## config.mk

```make
export PLATFORM = sky130hd
export DESIGN_NAME = regfile_wb_arbiter
export DESIGN_NICKNAME = d
export VERILOG_FILES = /design/src/rtl/regfile_pkg.sv /design/src/rtl/regfile_scoreboard.sv /design/src/rtl/regfile_wb_arbiter.sv
export SDC_FILE = /design/constraint.sdc
export NUM_CORES = 1
export LEC_CHECK = 0
export ABC_AREA = 1
export CAP_MARGIN = 30
export CELL_PAD_IN_SITES_DETAIL_PLACEMENT = 1
export CELL_PAD_IN_SITES_GLOBAL_PLACEMENT = 2
export CORE_MARGIN = 4
export CORE_UTILIZATION = 22
export DETAILED_ROUTE_END_ITERATION = 7
export PLACE_DENSITY = 0.75
export SLEW_MARGIN = 20
export SYNTH_ARGS = -nofsm -noshare
export SYNTH_HDL_FRONTEND = slang
export SYNTH_SLANG_ARGS = --single-unit
```

## constraint.sdc

```tcl
create_clock -name CPU_clk -period 3.06 [get_ports CPU_clk]
set_input_delay 0.612 -clock CPU_clk [delete_from_list [all_inputs] [get_ports CPU_clk]]
set_output_delay 0.612 -clock CPU_clk [all_outputs]
set_load 0.02 [all_outputs]
```

## src/rtl/regfile_pkg.sv

```systemverilog
`default_nettype none
// +----------------------------------------------------------------------+
// | Module : regfile_pkg                                                 |
// | Brief  : Shared constants and write-source encoding for the RV32IM  |
// |          register-file write-port arbiter.                           |
// | Rev    : 1.0                                                         |
// +----------------------------------------------------------------------+
package regfile_pkg;

    localparam int REG_COUNT    = 32;
    localparam int AW           = $clog2(REG_COUNT);
    localparam logic [AW-1:0] X0_ADDR = '0;
    localparam int STARVE_LIMIT = 4;

    typedef enum logic [1:0] {
        WB_NONE = 2'd0,
        WB_MAIN = 2'd1,
        WB_BUF  = 2'd2,
        WB_MDU  = 2'd3
    } wb_src_e;

endpackage
`default_nettype wire

```

## src/rtl/regfile_scoreboard.sv

```systemverilog
`default_nettype none
// +----------------------------------------------------------------------+
// | Module : regfile_scoreboard                                          |
// | Brief  : Busy bit per register with an outstanding MDU result; one  |
// |          set port, one clear port and two source lookups.            |
// | Rev    : 1.0                                                         |
// +----------------------------------------------------------------------+
module regfile_scoreboard
    import regfile_pkg::*;
#(
    parameter  int REG_COUNT = 32,
    localparam int AW        = $clog2(REG_COUNT)
) (
    input  logic                 clk,
    input  logic                 rst,
    input  logic                 i_set_en,
    input  logic [AW-1:0]        i_set_addr,
    input  logic                 i_clr_en,
    input  logic [AW-1:0]        i_clr_addr,
    input  logic [AW-1:0]        i_rd_addr_a,
    input  logic [AW-1:0]        i_rd_addr_b,
    output logic                 o_rd_busy_a,
    output logic                 o_rd_busy_b,
    output logic [REG_COUNT-1:0] o_busy
);

    logic [REG_COUNT-1:0] r_busy;
    logic [REG_COUNT-1:0] w_set_mask;
    logic [REG_COUNT-1:0] w_clr_mask;

    // x0 is never marked, so every lookup of index 0 reads as free
    always_comb begin
        w_set_mask = '0;
        w_clr_mask = '0;
        if (i_set_en && (i_set_addr != '0)) begin
            w_set_mask[i_set_addr] = 1'b1;
        end
        if (i_clr_en) begin
            w_clr_mask[i_clr_addr] = 1'b1;
        end
    end

    always_ff @(posedge clk) begin
        if (rst) begin
            r_busy <= '0;
        end else begin
            r_busy <= (r_busy & ~w_clr_mask) | w_set_mask;
        end
    end

    assign o_rd_busy_a = r_busy[i_rd_addr_a];
    assign o_rd_busy_b = r_busy[i_rd_addr_b];
    assign o_busy      = r_busy;

endmodule
`default_nettype wire

```

## src/rtl/regfile_wb_arbiter.sv

```systemverilog
`default_nettype none
// +----------------------------------------------------------------------+
// | Module : regfile_wb_arbiter                                          |
// | Brief  : Shares the register-file write port between writeback and  |
// |          the MDU, with a one-entry MDU buffer, starvation guard and  |
// |          hazard scoreboard. REGFILE_WB_FWD_EN adds rs1/rs2 forwarding.|
// | Rev    : 1.0                                                         |
// +----------------------------------------------------------------------+
module regfile_wb_arbiter
    import regfile_pkg::*;
#(
    parameter  int WIDTH        = 32,
    parameter  int REG_COUNT    = regfile_pkg::REG_COUNT,
    parameter  int STARVE_LIMIT = regfile_pkg::STARVE_LIMIT,
    localparam int AW           = $clog2(REG_COUNT)
) (
    input  logic                 CPU_clk,
    input  logic                 CPU_rst,
    input  logic                 main_we,
    input  logic [AW-1:0]        main_rd,
    input  logic [WIDTH-1:0]     main_wdata,
    input  logic                 mdu_issue,
    input  logic [AW-1:0]        mdu_issue_rd,
    input  logic                 mdu_valid,
    input  logic [AW-1:0]        mdu_rd,
    input  logic [WIDTH-1:0]     mdu_wdata,
    output logic                 mdu_ready,
    input  logic [AW-1:0]        rs1_addr,
    input  logic [AW-1:0]        rs2_addr,
    output logic                 stall,
    output logic                 wb_hold,
    output logic                 RegWrite,
    output logic [AW-1:0]        RdAddr,
    output logic [WIDTH-1:0]     WriteData,
    output logic [REG_COUNT-1:0] busy
`ifdef REGFILE_WB_FWD_EN
    ,
    output logic                 rs1_fwd,
    output logic                 rs2_fwd
`endif
);

    localparam int c_cnt_w = $clog2(STARVE_LIMIT + 1);
    localparam logic [AW-1:0]      c_x0      = AW'(X0_ADDR);
    localparam logic [c_cnt_w-1:0] c_sat     = c_cnt_w'(STARVE_LIMIT);
    localparam logic [c_cnt_w-1:0] c_hold_at = c_cnt_w'(STARVE_LIMIT - 1);

    logic               r_buf_valid;
    logic [AW-1:0]      r_buf_rd;
    logic [WIDTH-1:0]   r_buf_wdata;
    logic [c_cnt_w-1:0] r_starve_cnt;

    wb_src_e            w_src;
    logic               w_main_eff;
    logic               w_mdu_req;
    logic               w_capture;
    logic               w_clr_en;
    logic [AW-1:0]      w_clr_addr;
    logic               w_rs1_busy;
    logic               w_rs2_busy;
    logic               w_rs1_stall;
    logic               w_rs2_stall;

    // A result addressed to x0 is accepted and dropped
    always_comb begin
        mdu_ready  = !r_buf_valid && !CPU_rst;
        w_main_eff = main_we && (main_rd != c_x0) && !CPU_rst;
        w_mdu_req  = mdu_valid && mdu_ready && (mdu_rd != c_x0);
        w_capture  = w_mdu_req && w_main_eff;
        w_src      = WB_NONE;
        if (CPU_rst) begin
            w_src = WB_NONE;
        end else if (w_main_eff) begin
            w_src = WB_MAIN;
        end else if (r_buf_valid) begin
            w_src = WB_BUF;
        end else if (w_mdu_req) begin
            w_src = WB_MDU;
        end
    end

    always_comb begin
        RegWrite   = 1'b0;
        RdAddr     = '0;
        WriteData  = '0;
        w_clr_en   = 1'b0;
        w_clr_addr = '0;
        case (w_src)
            WB_MAIN: begin
                RegWrite  = 1'b1;
                RdAddr    = main_rd;
                WriteData = main_wdata;
            end
            WB_BUF: begin
                RegWrite   = 1'b1;
                RdAddr     = r_buf_rd;
                WriteData  = r_buf_wdata;
                w_clr_en   = 1'b1;
                w_clr_addr = r_buf_rd;
            end
            WB_MDU: begin
                RegWrite   = 1'b1;
                RdAddr     = mdu_rd;
                WriteData  = mdu_wdata;
                w_clr_en   = 1'b1;
                w_clr_addr = mdu_rd;
            end
            default: begin
                RegWrite = 1'b0;
            end
        endcase
    end

    always_ff @(posedge CPU_clk) begin
        if (CPU_rst) begin
            r_buf_valid  <= 1'b0;
            r_starve_cnt <= '0;
        end else if (w_src == WB_BUF) begin
            r_buf_valid  <= 1'b0;
            r_starve_cnt <= '0;
        end else if (w_capture) begin
            r_buf_valid  <= 1'b1;
        end else if (r_buf_valid && w_main_eff && (r_starve_cnt != c_sat)) begin
            r_starve_cnt <= r_starve_cnt + c_cnt_w'(1);
        end
    end

    always_ff @(posedge CPU_clk) begin
        if (w_capture) begin
            r_buf_rd    <= mdu_rd;
            r_buf_wdata <= mdu_wdata;
        end
    end

    assign wb_hold = (r_starve_cnt >= c_hold_at) && r_buf_valid && w_main_eff;

    regfile_scoreboard #(
        .REG_COUNT (REG_COUNT)
    ) u_scoreboard (
        .clk         (CPU_clk),
        .rst         (CPU_rst),
        .i_set_en    (mdu_issue),
        .i_set_addr  (mdu_issue_rd),
        .i_clr_en    (w_clr_en),
        .i_clr_addr  (w_clr_addr),
        .i_rd_addr_a (rs1_addr),
        .i_rd_addr_b (rs2_addr),
        .o_rd_busy_a (w_rs1_busy),
        .o_rd_busy_b (w_rs2_busy),
        .o_busy      (busy)
    );

`ifdef REGFILE_WB_FWD_EN
    // A source whose MDU result is on the write port this cycle can bypass it
    assign rs1_fwd     = w_rs1_busy && w_clr_en && (w_clr_addr == rs1_addr);
    assign rs2_fwd     = w_rs2_busy && w_clr_en && (w_clr_addr == rs2_addr);
    assign w_rs1_stall = w_rs1_busy && !rs1_fwd;
    assign w_rs2_stall = w_rs2_busy && !rs2_fwd;
`else
    assign w_rs1_stall = w_rs1_busy;
    assign w_rs2_stall = w_rs2_busy;
`endif

    assign stall = !CPU_rst && (w_rs1_stall || w_rs2_stall ||
                                (main_we && busy[main_rd]) ||
                                (mdu_issue && busy[mdu_issue_rd]));

endmodule
`default_nettype wire

```

# Yosys cells after proc, flatten, opt, wreduce, memory -nomap -nowiden
# Cells that the tools add are included.
[op_classes] add_sub_neg=1 magnitude_cmp=8 n_eq_ne=4 mux=23 bitwise=4 n_reduce_logical=28
[ops] operator="case mux 32 bit (3 select lines)" n=1
[ops] operator="2-to-1 mux 32 bit" n=2
[ops] operator="bitwise AND 32 bit" n=1
[ops] operator="NOT 32 bit" n=1
[ops] operator="OR 32 bit" n=1
[ops] operator="< comparator 5 x 6 -> 1 bit, second input constant" n=5
[ops] operator="binary-select mux 1 bit (select 5 bit)" n=4
[ops] operator="logical AND 1 bit" n=16
[ops] operator="case mux 5 bit (3 select lines)" n=1
[ops] operator="nonzero test 5 bit" n=3
[ops] operator="demux 1 bit (select 5 bit)" n=2
[ops] operator=">= comparator 5 x 1 -> 1 bit, second input constant" n=2
[ops] operator="case mux 5 bit (2 select lines)" n=1
[ops] operator="2-to-1 mux 1 bit" n=8
[ops] operator="2-to-1 mux 2 bit" n=4
[ops] operator="== test 2 bit, second input constant" n=2
[ops] operator="OR reduction 2 bit" n=2
[ops] operator="adder 3 x 1 -> 3 bit, second input constant" n=1
[ops] operator=">= comparator 3 x 2 -> 1 bit, second input constant" n=1
[ops] operator="logical OR 1 bit" n=3
[ops] operator="!= test 3 bit, second input constant" n=1
[ops] operator="OR reduction 3 bit" n=1
[ops] operator="== test 2 x 1 -> 1 bit, second input constant" n=1
[ops] operator="zero test 1 bit" n=2
[ops] operator="other kinds (2)" n=2
[word_totals] ff_bits=73 in_bits=94 out_inout_bits=73

# Depth between registers and ports, before layout
# Gate-level depths: netlist of run 1.
[logic_depth] word_depth=18 mapped_depth=15 mapped_depth_nobuf=13

# Hierarchy
# Synthesis of run 1 repeated with hierarchy kept, for this count alone.
[hier_totals] hier_cells=722 hier_area_um2=5127.4
[modules_own_cells] mod="regfile_wb_arbiter" n_inst=1 cells_each=401 area_each_um2=3114.2
[modules_own_cells] mod="regfile_scoreboard" n_inst=1 cells_each=321 area_each_um2=2013.2

# Worst setup path before layout of run 1
# Ideal clock, no wire load.
[synth_path] path_kind="input port to flip-flop" startpoint="input port CPU_rst" endpoint="register r_buf_rd[0] (enable)" setup_ns=0.433 t_arrival_ns=2.732 path_slack_ns=-0.104 path_stages=4 path_cell_list="buf_2 > nor3b_4 > nand2_4 > nor2_1"
[synth_via] elab_chain_len=5 word_cells_on_any_way=6 classes_between="6 x reduce/logical"
[synth_lines] item="start: declaration" line_no="regfile_wb_arbiter.sv:18" source="input logic CPU_rst,"
[synth_lines] item="zero test 1 bit (*)" line_no="regfile_wb_arbiter.sv:66, regfile_wb_arbiter.sv:67"
[synth_lines] item="logical AND 1 bit" line_no="regfile_wb_arbiter.sv:66" source="mdu_ready = !r_buf_valid && !CPU_rst;"
[synth_lines] item="logical AND 1 bit (2 in series)" line_no="regfile_wb_arbiter.sv:68" source="w_mdu_req = mdu_valid && mdu_ready && (mdu_rd != c_x0);"
[synth_lines] item="logical AND 1 bit (*)" line_no="regfile_wb_arbiter.sv:69" source="w_capture = w_mdu_req && w_main_eff;"
[synth_lines] item="named net w_capture" line_no="regfile_wb_arbiter.sv:56" source="logic w_capture;"
[synth_lines] item="end signal: assignment" line_no="regfile_wb_arbiter.sv:130" source="r_buf_rd <= mdu_rd;"
[synth_lines] item="end: declaration" line_no="regfile_wb_arbiter.sv:49" source="logic [AW-1:0] r_buf_rd;"
# Mark *: on every way through the listed nets, which the timed path passes. The rest lies on a longest branch.
# A chain may end at the register's enable or synchronous reset.

# Worst setup path in the final report of run 1
[layout_path] startpoint="input port mdu_issue_rd[2]" endpoint="output port stall"
[layout_via] elab_chain_len=5
[layout_lines] item="start: declaration" line_no="regfile_wb_arbiter.sv:23" source="input logic [AW-1:0] mdu_issue_rd,"
[layout_lines] item="binary-select mux 1 bit (select 5 bit)" line_no="regfile_wb_arbiter.sv:166" source="(mdu_issue && busy[mdu_issue_rd]));"
[layout_lines] item="2-to-1 mux 1 bit (implied by the code)" line_no="regfile_wb_arbiter.sv:166"
[layout_lines] item="logical AND 1 bit" line_no="regfile_wb_arbiter.sv:166"
[layout_lines] item="logical OR 1 bit" line_no="regfile_wb_arbiter.sv:165" source="(main_we && busy[main_rd]) ||"
[layout_lines] item="logical AND 1 bit" line_no="regfile_wb_arbiter.sv:164" source="assign stall = !CPU_rst && (w_rs1_stall || w_rs2_stall ||"
[layout_lines] item="end: declaration" line_no="regfile_wb_arbiter.sv:30" source="output logic stall,"
# No other way between the ends. The select of a mux whose other input is x is not followed.

==> impl_metrics.py, run 1 <==
metrics = {
    "route": {
        "via_count": 5723,
        "drtAntennaViolNets": 0,
        "viasPerCell": 4.67,
        "drc": 0,
        "dr.pass1.iters": 5,
        "drtIter0Drc": 295,
        "wl_per_cell_um": 18.7,
        "routed_wl_um": 23000,
    },
    "timing": {
        "period_needed_ns": 3.05,
        "fmax_mhz": 328,
        "clock_skew_ns": 0.00745,
        "rsz0062_at_grt": "yes",
        "drv_slew": 0,
        "fin_tns_setup_ns": 0,
        "setup_violations": 0,
        "worst_pin_slew_ns": 0.455,
        "finalHoldViolations": 0,
        "fin_crit_sh_pct": 99.6,
        "slew_headroom_pct": 69.6,
    },
    "layout": {
        "drive_above_1_share_pct": 20.1,
        "final_util_pct": 35.3,
        "area_growth_pct": 58.3,
        "nets": 1038,
        "final_cells": 1226,
        "fillers": 2717,
        "antenna_cells": 0,
    },
    "clock_tree": {
        "clk_pin_slew_worst_paths_ns": 0.06,
        "clk_latency_ns": 0.35,
        "numCtsBuffers": 9,
        "tritoncts": "done",
        "cts_sinks": 73,
        "clk_path_buf_depth": 2,
        "cts_root_buffer": "clkbuf_16",
        "h-tree-depth": 3,
    },
    "synth": {
        "synth_top_cell_by_area": "edfxtp_1",
        "synthTopCellsByCount": "nand2_1, nand3_1, inv_1, o21ai_0, a21oi_1",
        "synthTopCellsByArea": "edfxtp_1, nand2_1, dfxtp_1",
        "syn_area_um2": 4850,
        "ys.flop_type": "edfxtp_1",
        "synth_warnings": 0,
        "synth_edf_count": 37,
        "avgSynthCellArea_um2": 6.92,
        "synth_cell_types": 38,
        "ys_seq_area_share_pct": 37.7,
        "netlist.area_leader.share_pct": 22.9,
        "async_flop_share_pct": 0,
        "synthCells": 702,
        "ys_seq_elements": 73,
        "synth.most_common_cell": "nand2_1",
        "synth_nets": 799,
    },
    "setup_path": {
        "timing.rr.end": "u_scoreboard.o_busy[13]",
        "critPathRequiredTime_ns": 2.45,
        "critPathCaptureType": "output port",
        "r2r_slack_ns": 1.07,
        "crit_fanout": 4,
        "crit_type": "input port to output port",
        "r2r_cells": 10,
        "start_kind": "input port",
        "r2r_start": "r_buf_valid",
        "arrival_ns": 2.44,
    },
    "floorplanning": {
        "die_y_um": 157,
        "coreArea_um2": 21800,
        "io_pins": 167,
        "die-area_um2": 24500,
        "floorplan.initialDensity_pct": 22.3,
        "die_x_um": 157,
        "std_cell_rows": 54,
    },
    "outcome": {
        "status": "finished, final reports clean",
    },
    "hold_path": {
        "hold_path_end": "u_scoreboard.o_busy[27]",
        "whs_path_depth": 2,
        "hp-start": "u_scoreboard.o_busy[27]",
        "hold_path_class": "flip-flop to flip-flop",
    },
    "placement": {
        "place_congestion": 0.923,
        "io_buffers": 166,
        "dp_cells": 1207,
        "hpwl_um": 18100,
    },
    "pwr": {
        "pwr_density_cell_nw_per_um2": 353,
        "power_mw": 2.71,
        "p_leak_nw": 3.23,
        "ir_drop_uv": 247,
    },
    "grt": {
        "antenna_found_initial": 0,
        "grt.total_usage_pct": 18.5,
        "grt_first_pass_wirelength_um": 35000,
        "grt_overflow": 0,
        "grt_pass1_vias": 5900,
        "grt_max_degree": 33,
    },
    "run": {
        "max_cap_viol_count": 0,
    },
}
how the worst max path moves through the flow:
stage	startpoint	to	slack [ns]	cells after the start
2_1_floorplan	CPU_rst	r_buf_rd[0]	0.53	4
3_3_place_gp	rs2_addr[0]	stall	-0.48	15
3_5_place_dp	rs2_addr[0]	stall	-0.49	16
4_1_cts	rs2_addr[0]	stall	-0.17	16
5_1_grt	mdu_issue_rd[2]	stall	-0.07	12
6_report	mdu_issue_rd[2]	stall	0.01	12
state kept, by name, indices dropped and copies added (netlist names):
name / flops
r_starve_cnt: 3
r_buf_rd: 5
r_buf_wdata: 32
u_scoreboard.o_busy: 32
r_buf_valid: 1
power breakdown:
part           internal, mW  switching [mW]  total [mW]
clock                 0.557           0.474        1.03
sequential             1.04          0.0150        1.06
combinational         0.288           0.336       0.623
total                  1.89           0.825        2.71
logic make-up (layout without fill, tap and decap cells):
group           count (synthesis)  in the layout  synth area share, %
simple gates                  366            366                 33.2
compound gates                161            161                 19.9
flops                          73             73                 37.7
fa+ha+maj                       3              3                0.773
buf+inv                        99            343                 8.35
layout make-up:
cell class              instances  area, um2  area share [%]
clock buffers                   9        225            2.93
clock inverters                 7       55.1           0.716
inverters                      67        259            3.37
multi-input cells             530       2670            34.7
flip-flops and latches         73       1830            23.8
well taps                     280        350            4.56
repair buffers                260       2290            29.9
stage by stage:
stage                     hold slack (ns)  instance area [um2]  worst slack [ns]
after detailed placement            0.495                 7490            -0.493
final                               0.501                 7680            0.0127
after global routing                0.547                 7680           -0.0729
after global placement              0.486                 7490            -0.485
after CTS                           0.505                 7770            -0.171
after floorplan                     0.471                 4860             0.528
layer usage:
layer | vias up | track usage, % | wire [um] | part of all wire (%)
li1 | 2839 | - | - | -
met3 | 29 | 3.79 | 1240 | 5.4
met2 | 163 | 31.7 | 11300 | 49
met4 | 0 | 6.28 | 573 | 2.5
met1 | 2692 | 23.2 | 9860 | 43
met5 | - | 0 | 0 | 0
layout by cell type, fill, tap and decap left out, types with 2 or more instances in the layout:
cell             instances
nand3_2                  4
o21ai_1                  7
nand2_2                  8
o21bai_1                 2
ha_1                     3
nor3_1                   2
buf_4                   86
edfxtp_1                37
o21ai_0                 50
dfxtp_1                 36
nor2_2                   5
clkinv_4                 3
clkbuf_16               10
inv_6                    3
inv_1                   61
nand2_1                234
clkdlybuf4s50_1        120
a22oi_1                 34
clkinv_1                 2
buf_12                   6
clkdlybuf4s15_1          2
o211ai_1                10
a21oi_1                 47
nor2_1                  26
inv_2                    3
dlymetal6s2s_1           4
clkbuf_2                27
buf_2                    8
a21oi_2                  7
nand4_1                  5
nor2_4                   4
nor3_2                   5
nand3_1                 66
nand2_4                  3
dlygate4sd2_1            4
repair_timing:
| item | in CTS | in global routing |
|---|---|---|
| cloned | 0 | 1 |
| pin swaps | 1 | 4 |
| resized for setup | 81 | 67 |
| endpoints found under the setup margin | 41 | 38 |
| setup buffers | 1 | 1 |
| hold buffers | 0 | 0 |
critical path, stage by stage:
cell             delay, ns
clkdlybuf4s50_1       0.49
inv_1                 0.11
nor3_1                0.37
o21ai_0               0.15
nand2_1               0.09
nor2_1                0.04
nand4_1               0.06
nand2_1               0.12
nand3_2               0.11
nand2_1               0.05
inv_1                 0.07
buf_2                 0.16
No activity file was read; power rests on OpenSTA's default activity.
==> run 2, diff against run 1 <==
TNS_END_PERCENT = 5   (was default)
==> impl_metrics.py, run 2 (synthesis results as in run 1) <==
metrics = {
    "route": {
        "routed_wl_um": 22800,
        "viasPerCell": 4.69,
        "via_count": 5739,
        "wl_per_cell_um": 18.6,
        "dr.pass1.iters": 4,
        "drtIter0Drc": 318,
        "drtAntennaViolNets": 0,
        "drc": 0,
    },
    "layout": {
        "area_growth_pct": 57.5,
        "finalInstanceArea_um2": 7650,
        "nets": 1036,
        "fillers": 2716,
        "drive_above_1_share_pct": 19.0,
        "ff_latch_area_um2": 1830,
        "multi_input_area_um2": 2650,
        "final_util_pct": 35.2,
        "final_common_cell": "nand2_1",
        "antenna_cells": 0,
        "layout_common_cells": "nand2_1, clkdlybuf4s50_1, buf_4",
    },
    "setup_path": {
        "slowest_delay_ns": 0.52,
        "arrival_ns": 2.46,
        "critPathCaptureType": "output port",
        "cp_slowest_cell": "clkdlybuf4s50_1",
        "crit_type": "input port to output port",
        "crit_buf_inv": 5,
        "start_kind": "input port",
        "critPathRequiredTime_ns": 2.45,
        "path_cells": "clkdlybuf4s50_1 -> nor2_4 -> nand3_2 -> nand2_4 -> inv_4 -> nor2_8 -> buf_6 -> nand2_1 -> inv_1 -> nor2_1 -> o21ai_0 -> clkdlybuf4s15_1",
        "crit_fanout": 5,
        "crit_family": "buffers and inverters",
    },
    "floorplanning": {
        "die_y_um": 157,
        "io_pins": 167,
        "coreArea_um2": 21800,
        "std_cell_rows": 54,
        "floorplan.initialDensity_pct": 22.3,
        "die-area_um2": 24500,
        "die_x_um": 157,
    },
    "timing": {
        "rsz0062_at_grt": "yes",
        "clock_skew_ns": 0.00716,
        "fmax_mhz": 326,
        "worst_slack_ns": -0.0110,
        "drv_slew": 0,
        "slew_headroom_pct": 70.1,
        "fin_tns_setup_ns": -0.0110,
        "finalHoldViolations": 0,
        "setup_violations": 1,
        "worst_pin_slew_ns": 0.448,
        "period_needed_ns": 3.07,
        "fin_crit_sh_pct": 100,
    },
    "clock_tree": {
        "ctsHoldBuffers": 0,
        "clk_path_buf_depth": 2,
        "numCtsBuffers": 9,
        "clk_latency_ns": 0.35,
        "tritoncts": "done",
        "cts_sinks": 73,
        "clk_pin_slew_worst_paths_ns": 0.06,
        "cts_root_buffer": "clkbuf_16",
        "h-tree-depth": 3,
    },
    "outcome": {
        "violations": "negative setup slack",
        "status": "finished with violations",
    },
    "grt": {
        "grt.total_usage_pct": 18.5,
        "grt_pass1_vias": 5900,
        "grt_max_degree": 33,
        "antenna_found_initial": 0,
        "grt_first_pass_wirelength_um": 35000,
        "grt_overflow": 0,
    },
    "placement": {
        "io_buffers": 166,
        "place_congestion": 0.923,
        "dpl_cell_area_um2": 7490,
        "hpwl_um": 18100,
    },
    "hold_path": {
        "hold_path_class": "flip-flop to flip-flop",
    },
    "pwr": {
        "pwr_density_cell_nw_per_um2": 354,
        "ir_drop_uv": 248,
        "p_leak_nw": 3.22,
    },
    "run": {
        "max_cap_viol_count": 0,
    },
}
run 2: layout make-up:
cell class	count	share of cell area, %
multi-input cells	530	34.7
clock buffers	9	2.95
well taps	280	4.58
inverters	67	3.39
clock inverters	7	0.720
repair buffers	258	29.8
flip-flops and latches	73	24.0
run 2: stage by stage:
stage | setup WS (ns) | hold slack, ns | power [mW] | std cells
2_1_floorplan | 0.528 | 0.471 | 1.35 | 702
3_3_place_gp | -0.485 | 0.486 | 1.73 | 1207
3_5_place_dp | -0.493 | 0.495 | 1.74 | 1207
4_1_cts | -0.171 | 0.505 | 2.76 | 1224
5_1_grt | -0.102 | 0.547 | 2.83 | 1224
6_report | -0.0110 | 0.502 | 2.71 | 1224
run 2: worst paths after layout:
check,from,to,slack (ns),cells after the start
min,u_scoreboard.o_busy[27],u_scoreboard.o_busy[27],0.50,2
min reg2reg,u_scoreboard.o_busy[27],u_scoreboard.o_busy[27],0.50,2
max,main_rd[1],RdAddr[4],-0.01,12
max reg2reg,r_buf_valid,u_scoreboard.o_busy[19],1.04,12
run 2: per-layer routing:
| metal | vias up | wire [um] | global-route usage (%) |
|---|---|---|---|
| li1 | 2838 | - | - |
| met1 | 2708 | 9820 | 23.2 |
| met2 | 156 | 11100 | 31.7 |
| met3 | 37 | 1210 | 3.79 |
| met4 | 0 | 633 | 6.28 |
| met5 | - | 0 | 0 |
run 2: power breakdown:
group          internal, mW  switching (mW)  leakage, nW
logic                 0.287           0.334         2.45
registers              1.04          0.0150        0.626
clock network         0.557           0.472        0.134
total                  1.89           0.822         3.22
run 2: worst min-delay path: cells and delay by family, from the launching register on:
family | cells | cell delay (ns)
AO/OA/AOI/OAI | 1 | 0.05
flip-flops | 1 | 0.33
AND/OR/NAND/NOR | 1 | 0.07
run 2: timing repair:
item	4_1_cts	5_1_grt
pin swaps	1	3
buffers inserted	1	0
resized for setup	76	57
setup endpoints to repair	41	38
endpoints found under the hold margin	0	0
==> run 3, diff against run 2 <==
CORE_UTILIZATION = 23   (was 22)
PLACE_DENSITY = 0.76   (was 0.75)
SYNTH_HIERARCHICAL = 1   (was default)
==> impl_metrics.py, run 3 <==
metrics = {
    "outcome": {
        "status": "finished, final reports clean",
    },
    "timing": {
        "clock_skew_ns": 0.0107,
        "setup_violations": 0,
        "slew_headroom_pct": 51.9,
        "fin_crit_sh_pct": 96.8,
        "rsz0062_at_grt": "no",
        "period_needed_ns": 2.96,
        "fin_tns_setup_ns": 0,
        "fmax_mhz": 338,
        "worst_pin_slew_ns": 0.718,
        "finalHoldViolations": 0,
        "drv_slew": 0,
    },
    "layout": {
        "final_util_pct": 35.0,
        "antenna_cells": 0,
        "finalInstanceArea_um2": 7660,
        "fillers": 2704,
        "drive_above_1_share_pct": 19.1,
        "ff_latch_area_um2": 1830,
        "layout_common_cells": "nand2_1, nand3_1, clkdlybuf4s50_1",
        "area_growth_pct": 49.4,
        "final_cells": 1213,
        "final_common_cell": "nand2_1",
        "nets": 1025,
        "multi_input_area_um2": 2860,
    },
    "placement": {
        "hpwl_um": 17000,
        "place_congestion": 0.796,
        "dp_cells": 1197,
        "dpl_cell_area_um2": 7440,
        "io_buffers": 166,
    },
    "route": {
        "dr.pass1.iters": 5,
        "via_count": 5829,
        "routed_wl_um": 22700,
        "drtAntennaViolNets": 0,
        "drc": 0,
        "wl_per_cell_um": 18.7,
        "viasPerCell": 4.81,
        "drtIter0Drc": 440,
    },
    "grt": {
        "antenna_found_initial": 0,
        "grt_pass1_vias": 5717,
        "grt.total_usage_pct": 18.0,
        "grt_max_degree": 34,
        "grt_overflow": 0,
        "grt_first_pass_wirelength_um": 34200,
    },
    "pwr": {
        "p_leak_nw": 2.95,
        "pwr_density_cell_nw_per_um2": 355,
        "ir_drop_uv": 215,
        "power_mw": 2.72,
    },
    "hold_path": {
        "hold_path_class": "flip-flop to flip-flop",
    },
    "floorplanning": {
        "coreArea_um2": 21900,
        "die-area_um2": 24700,
        "floorplan.initialDensity_pct": 23.4,
        "die_x_um": 157,
        "std_cell_rows": 54,
        "die_y_um": 157,
        "io_pins": 167,
    },
    "synth": {
        "synthCells": 722,
        "synth_edf_count": 37,
        "synth_cell_types": 33,
        "ys_seq_elements": 73,
        "synthTopCellsByArea": "edfxtp_1, nand2_1, dfxtp_1",
        "ys_seq_area_share_pct": 35.7,
        "synthTopCellsByCount": "nand2_1, nand3_1, o21ai_0, a21oi_1, edfxtp_1",
        "synth_nets": 819,
        "synth_top_cell_by_area": "edfxtp_1",
        "ys.flop_type": "edfxtp_1",
        "synth_warnings": 6,
        "syn_area_um2": 5130,
        "async_flop_share_pct": 0,
        "netlist.area_leader.share_pct": 21.7,
        "avgSynthCellArea_um2": 7.10,
        "synth.most_common_cell": "nand2_1",
    },
    "clock_tree": {
        "numCtsBuffers": 9,
        "clk_path_buf_depth": 2,
        "clk_pin_slew_worst_paths_ns": 0.06,
        "cts_sinks": 73,
        "tritoncts": "done",
        "ctsHoldBuffers": 0,
        "cts_setup_buffers": 0,
        "cts_root_buffer": "clkbuf_16",
        "clk_latency_ns": 0.33,
        "h-tree-depth": 3,
    },
    "run": {
        "max_cap_viol_count": 0,
    },
    "setup_path": {
        "crit_fanout": 11,
        "path_cells": "clkdlybuf4s50_1 -> nor2_2 -> nand3_2 -> nand3_4 -> a21oi_4 -> buf_12 -> buf_12 -> nand3_2 -> nand3_1 -> dlygate4sd2_1",
        "start_kind": "input port",
        "r2r_slack_ns": 0.99,
        "crit_type": "input port to output port",
        "critPathCaptureType": "output port",
        "cp_slowest_cell": "clkdlybuf4s50_1",
        "critPathRequiredTime_ns": 2.45,
        "slowest_delay_ns": 0.49,
        "arrival_ns": 2.35,
    },
}
run 3: cell count changes in the layout (fill, tap and decap cells not counted), moves of 12 or more:
cell	before	now
nand2_1	234	264
buf_4	85	56
inv_2	1	14
o21ai_0	50	38
inv_1	63	27
nand3_1	66	140
nor2_1	27	14
a22oi_1	34	0
nand3_2	4	33
run 3: layer usage:
metal,up-vias,routed length (um),track usage (%)
met1,2808,10200,24.3
li1,2855,-,-
met3,24,1020,2.45
met5,-,0,0
met4,0,408,4.14
met2,142,11100,30.5
run 3: final cells by class:
cell class / instances / share of cell area (%)
clock inverters: 6 / 0.523
inverters: 46 / 2.48
clock buffers: 10 / 2.99
flip-flops and latches: 73 / 23.9
multi-input cells: 570 / 37.3
well taps: 280 / 4.57
repair buffers: 228 / 28.2
run 3: logic make-up (layout without fill, tap and decap cells):
| group | Yosys count | count (layout) | synth area share [%] |
|---|---|---|---|
| simple gates | 475 | 475 | 44.9 |
| compound gates | 91 | 91 | 9.35 |
| buf+inv | 79 | 290 | 9.08 |
| flops | 73 | 73 | 35.7 |
| fa+ha+maj | 3 | 3 | 0.732 |
| xor+xnor | 1 | 1 | 0.171 |
run 3: final timing paths:
check | endpoint | cells after the start | startpoint
worst min register to register | r_starve_cnt[1] | 2 | r_starve_cnt[1]
worst max-delay path | WriteData[26] | 10 | mdu_rd[1]
worst max register to register | u_scoreboard/o_busy[30] | 10 | r_buf_valid
worst min-delay path | r_starve_cnt[1] | 2 | r_starve_cnt[1]
run 3: timing repair:
action / in CTS / in global routing
endpoints found under the setup margin: 36 / 36
endpoints found under the hold margin: 0 / 0
gates resized for setup: 52 / 46
pin swaps: 0 / 0
run 3: worst max-delay path, delay by kind of cell:
kind            cells  cell delay [ns]
compound gates      1             0.18
simple gates        5             0.41
buf+inv             4             1.14
run 3: power by group:
group          switching, mW  internal, mW
clock                  0.425         0.552
sequential            0.0205          1.04
combinational          0.374         0.307
run 3: stage by stage:
| step | setup slack, ns | hold WS, ns |
|---|---|---|
| 6_report | 0.0972 | 0.489 |
| 3_5_place_dp | -0.296 | 0.491 |
| 3_3_place_gp | -0.271 | 0.476 |
| 2_1_floorplan | 0.0875 | 0.458 |
| 5_1_grt | 0.0000182 | 0.531 |
| 4_1_cts | -0.00972 | 0.500 |
